**src/rtl/sr_drv_pkg.sv**
```systemverilog
// Shared definitions for the SR latch pulse driver.
//   drv_state_t    : FSM state encoding (IDLE / PULSE / GAP)
//   DEF_PULSE_CYC  : default set/reset pulse width in clk cycles
//   DEF_GAP_CYC    : default settle gap after the pulse in clk cycles
//   MIN_GAP        : smallest legal gap; the gap must outlast the two-flop
//                    feedback synchronizer so the checked Q is post-pulse
package sr_drv_pkg;

  typedef enum logic [1:0] {
    IDLE  = 2'd0,
    PULSE = 2'd1,
    GAP   = 2'd2
  } drv_state_t;

  localparam int DEF_PULSE_CYC = 4;
  localparam int DEF_GAP_CYC   = 4;
  localparam int MIN_GAP       = 3;

endpackage

```
**src/rtl/sr_pulse_driver_sync_2ff.sv**
```systemverilog
// Two-flop synchronizer for a single asynchronous level.
//   clk : destination clock
//   rst : synchronous active-high reset, clears both flops to 0
//   d   : asynchronous input
//   q   : synchronized output, two clk edges behind d
module sync_2ff (
  input  logic clk,
  input  logic rst,
  input  logic d,
  output logic q
);

  logic meta_p0;

  always_ff @(posedge clk) begin
    if (rst) begin
      meta_p0 <= 1'b0;
      q       <= 1'b0;
    end else begin
      meta_p0 <= d;
      q       <= meta_p0;
    end
  end

endmodule

```
**src/rtl/sr_pulse_driver.sv**
```systemverilog
// Drives an external SR-style latch from a level command. Every accepted
// command becomes one set or reset pulse of PULSE_CYC cycles, followed by a
// GAP_CYC settle gap, after which the synchronized latch Q is compared with
// the commanded level and done (plus err on mismatch) pulses for one cycle.
//   clk        : sole clock, rising edge
//   rst        : synchronous active-high reset
//   cmd_valid  : command request
//   cmd_level  : requested latch state (1 = set, 0 = reset)
//   cmd_ready  : high when idle and able to accept a command
//   set_out    : registered S drive
//   rst_out    : registered R drive
//   q_fb       : asynchronous Q fed back from the latch
//   done       : one-cycle pulse at the end of each command
//   err        : one-cycle pulse with done when Q differs from the command
//   level_q    : last accepted cmd_level
module sr_pulse_driver
  import sr_drv_pkg::*;
#(
  parameter int PULSE_CYC = DEF_PULSE_CYC,
  parameter int GAP_CYC   = DEF_GAP_CYC,
  parameter int CNT_W     = 8
) (
  input  logic clk,
  input  logic rst,
  input  logic cmd_valid,
  input  logic cmd_level,
  output logic cmd_ready,
  output logic set_out,
  output logic rst_out,
  input  logic q_fb,
  output logic done,
  output logic err,
  output logic level_q
);

  localparam logic [CNT_W-1:0] PULSE_LAST = CNT_W'(PULSE_CYC - 1);
  localparam logic [CNT_W-1:0] GAP_LAST   = CNT_W'(GAP_CYC - 1);

  if (GAP_CYC < MIN_GAP) begin : g_gap_chk
    $error("GAP_CYC (%0d) must be at least %0d", GAP_CYC, MIN_GAP);
  end
  if (PULSE_CYC < 1) begin : g_pulse_chk
    $error("PULSE_CYC (%0d) must be at least 1", PULSE_CYC);
  end

  drv_state_t       state, state_nxt;
  logic [CNT_W-1:0] cnt, cnt_nxt;
  logic             q_sync;
  logic             accept;
  logic             pulse_end;
  logic             gap_end;

  logic             ready_nxt;
  logic             set_nxt;
  logic             rst_nxt;
  logic             done_nxt;
  logic             err_nxt;
  logic             level_nxt;

  sync_2ff u_q_sync (
    .clk (clk),
    .rst (rst),
    .d   (q_fb),
    .q   (q_sync)
  );

  assign accept    = cmd_valid && cmd_ready;
  assign pulse_end = (cnt == PULSE_LAST);
  assign gap_end   = (cnt == GAP_LAST);

  // State, counter and output registers
  always_ff @(posedge clk) begin
    if (rst) begin
      state     <= IDLE;
      cnt       <= '0;
      cmd_ready <= 1'b1;
      set_out   <= 1'b0;
      rst_out   <= 1'b0;
      done      <= 1'b0;
      err       <= 1'b0;
      level_q   <= 1'b0;
    end else begin
      state     <= state_nxt;
      cnt       <= cnt_nxt;
      cmd_ready <= ready_nxt;
      set_out   <= set_nxt;
      rst_out   <= rst_nxt;
      done      <= done_nxt;
      err       <= err_nxt;
      level_q   <= level_nxt;
    end
  end

  // Next-state and phase counter
  always_comb begin
    state_nxt = state;
    cnt_nxt   = cnt;
    case (state)
      IDLE: begin
        if (accept) begin
          state_nxt = PULSE;
          cnt_nxt   = '0;
        end
      end
      PULSE: begin
        if (pulse_end) begin
          state_nxt = GAP;
          cnt_nxt   = '0;
        end else begin
          cnt_nxt = cnt + CNT_W'(1);
        end
      end
      GAP: begin
        if (gap_end) begin
          state_nxt = IDLE;
          cnt_nxt   = '0;
        end else begin
          cnt_nxt = cnt + CNT_W'(1);
        end
      end
      default: begin
        state_nxt = IDLE;
        cnt_nxt   = '0;
      end
    endcase
  end

  // Next output values; drives default to 0 so they can never overlap and
  // are guaranteed low in IDLE and GAP.
  always_comb begin
    ready_nxt = cmd_ready;
    set_nxt   = 1'b0;
    rst_nxt   = 1'b0;
    done_nxt  = 1'b0;
    err_nxt   = 1'b0;
    level_nxt = level_q;
    case (state)
      IDLE: begin
        if (accept) begin
          ready_nxt = 1'b0;
          set_nxt   = cmd_level;
          rst_nxt   = ~cmd_level;
          level_nxt = cmd_level;
        end
      end
      PULSE: begin
        if (!pulse_end) begin
          set_nxt = set_out;
          rst_nxt = rst_out;
        end
      end
      GAP: begin
        if (gap_end) begin
          ready_nxt = 1'b1;
          done_nxt  = 1'b1;
          err_nxt   = (q_sync != level_q);
        end
      end
      default: begin
        ready_nxt = 1'b1;
      end
    endcase
  end

endmodule

```
**config.mk**
```make
export PLATFORM = sky130hd
export DESIGN_NAME = sr_pulse_driver
export DESIGN_NICKNAME = d
export VERILOG_FILES = /design/src/rtl/sr_drv_pkg.sv /design/src/rtl/sr_pulse_driver_sync_2ff.sv /design/src/rtl/sr_pulse_driver.sv
export SDC_FILE = /design/constraint.sdc
export NUM_CORES = 1
export LEC_CHECK = 0
export ABC_AREA = 1
export BUFFER_PORTS_ARGS = -buffer_cell sky130_fd_sc_hd__buf_4
export CORE_MARGIN = 2
export CORE_UTILIZATION = 45
export CTS_CLUSTER_SIZE = 8
export DETAILED_ROUTE_END_ITERATION = 16
export PLACE_DENSITY = 0.66
export SETUP_SLACK_MARGIN = 0.3
export SYNTH_ARGS = -nofsm -noshare
export SYNTH_HDL_FRONTEND = slang
export SYNTH_HIERARCHICAL = 1
export SYNTH_SLANG_ARGS = --single-unit
export TNS_END_PERCENT = 10
```
**constraint.sdc**
```tcl
create_clock -name clk -period 4 [get_ports clk]
set_input_delay 0.6 -clock clk [delete_from_list [all_inputs] [get_ports clk]]
set_output_delay 0.6 -clock clk [all_outputs]
set_load 0.005 [all_outputs]
```
==> impl_metrics.yaml <==
min_path:
  holdPathStages: 2
  hp-class: "reg2reg"
  worstHoldStart: "u_q_sync/meta_p0"
logic_synthesis:
  ys_seq_area_share_pct: 40.3
  netlist_area_sq_um: 895
  synthesis.nets: 126
  synthCells: 116
  yosysWarnings: 6
  synth_cell_type_count: 21
  syn-mean-instance-area_sq_um: 7.71
  synth_seq_cells: 18
cts:
  cts-resized-gates: 0
  cts_buffers: 3
  post_cts_buffers: 0
  tritoncts: "yes"
  insertion_delay_ns: 0.29
  clkTransAtPathRegs_ns: 0.11
  root_buffer: "clkbuf_4"
  cts.sinks: 18
  postCtsHoldBufs: 0
  htree_levels: 1
  cts_buffer_depth: 2
route:
  ant_nets: 0
  wire_per_inst_um: 9.06
  dr.pass1.iters: 4
  vias_per_cell: 4.42
  drt-initial-drc-count: 12
  via_count: 690
  routed_wl_um: 1410
  drc: 0
critical_path:
  worstPathRequired_ns: 4.20
  r2r_start: "state[0]"
  crit_fanout: 15
  start_kind: "flop"
  worstSetupPathType: "reg2reg"
  reg2reg_depth: 7
  cp.arrival_ns: 1.65
  worst_setup_path_end_kind: "flop"
  cp-startpoint: "state[0]"
  rrSetupSlack_ns: 2.55
global_routing:
  grt_overflow: 0
  grt_pass1_wl_um: 2580
  grt_pass1_vias: 623
  antenna_found_initial: 0
  grt.total_usage_pct: 13.9
  grt_max_degree: 16
flow_run:
  drv_cap: 0
final_layout:
  nFillCells: 201
  layout.nets: 140
  area_delta_synth_final_pct: 15.4
  diodes: 0
  fin_cells: 156
  layout_common_cells: "nand2_1 (20), dfxtp_1 (18), inv_1 (14)"
  drive_gt1_share_pct: 25.6
  final_common_cell: "nand2_1"
timing:
  tightest_slew_ns: 0.239
  relSlewSlack_pct: 84.1
  fmax_mhz: 691
  whs_ns: 0.409
  tns_ns: 0
  min_period_ns: 1.45
  clock_skew_ns: 0.00330
  rsz0062_at_grt: "false"
  maxSlewViolCount: 0
  hold_violations: 0
  timing.final.crit_share_pct: 36.2
  setup_viol: 0
power:
  power_uw: 560
  leakage_nw: 0.453
  peakVddDrop_v: 0.000402
  p_per_area_nw_per_um2: 543
floorplanning:
  die_h_um: 48.6
  die_area_sq_um: 2360
  ioPinCount: 11
  coreArea_sq_um: 1920
  start_util_pct: 46.5
  rows: 16
  die_w_um: 48.6
run_status:
  status: "complete, no violations"
place:
  dp_cells: 152
  place.gp.congestion: 0.828
  hpwlAfterDp_um: 1090
  io_buffer_count: 10
==> worst paths after layout <==
kind,end
max,cnt[5]
min,u_q_sync/q
max reg2reg,cnt[5]
min reg2reg,u_q_sync/q
==> worst max-delay path, stage by stage (launching register included) <==
cell	delay (ns)
dfxtp_1	0.39
inv_1	0.08
ha_1	0.25
nand2_4	0.17
nand2_1	0.11
nor2_1	0.13
xor2_1	0.19
nor2_2	0.04
==> final cells by class <==
type / instances / area (sq um) / share of cell area [%]
clock buffer: 4 / 36.3 / 3.52
tap: 27 / 33.8 / 3.27
multi-input combinational: 79 / 459 / 44.5
timing repair buffer: 10 / 75.1 / 7.27
sequential: 18 / 360 / 34.9
inverter: 18 / 67.6 / 6.55
==> report_power, final <==
part / switching, mW / leakage, nW / total (mW) / internal [mW]
registers: 0.0207 / 0.147 / 0.227 / 0.207
clock network: 0.0573 / 0.0210 / 0.113 / 0.0554
logic: 0.132 / 0.285 / 0.220 / 0.0880
total: 0.210 / 0.453 / 0.560 / 0.350
==> cells in the mapped netlist, drive strengths merged <==
cell	number	area, sq um
nand4	1	6.26
nor3	2	15.0
nor4	1	6.26
dfxtp	18	360
buf	1	7.51
nand2	26	128
nand3	10	50.1
o21ai	5	28.8
ha	5	62.6
a21oi	5	25.0
inv	18	67.6
xor2	4	35.0
xnor2	1	8.76
nor2	19	93.8
==> kinds of logic (layout without fill, tap and decap cells) <==
family | count (synthesis) | after routing | share of synthesized area, %
buffers and inverters | 19 | 32 | 8.39
adders and majority gates | 5 | 5 | 6.99
and+or+nand+nor | 59 | 59 | 33.4
DFF | 18 | 18 | 40.3
AOI/OAI and AO/OA | 10 | 10 | 6.01
xor gates and xnor gates | 5 | 5 | 4.89
==> metrics by stage <==
step                      util (%)  instance area, sq um  worst slack, ns
after floorplan                  -                   895             2.74
after global placement        51.8                   996             2.54
after detailed placement      51.8                   996             2.51
after CTS                     53.7                  1030             2.55
after global routing          53.7                  1030             2.46
final                         53.7                  1030             2.55
==> layer usage <==
metal  up-vias  global-route usage (%)  part of all wire (%)
li1        390                       -                     -
met2         3                    20.6                    44
met1       295                    18.7                    53
met5         -                       0                     0
met3         2                    3.70                   2.4
met4         0                    7.14                  0.85
==> flip-flops by register name (all words and copies together), names as in the netlist <==
name / count
cnt: 8
state: 2
cmd_ready: 1
done: 1
err: 1
level_q: 1
rst_out: 1
set_out: 1
u_q_sync/meta_p0: 1
u_q_sync/q: 1
(Power assumes the default switching activity.)
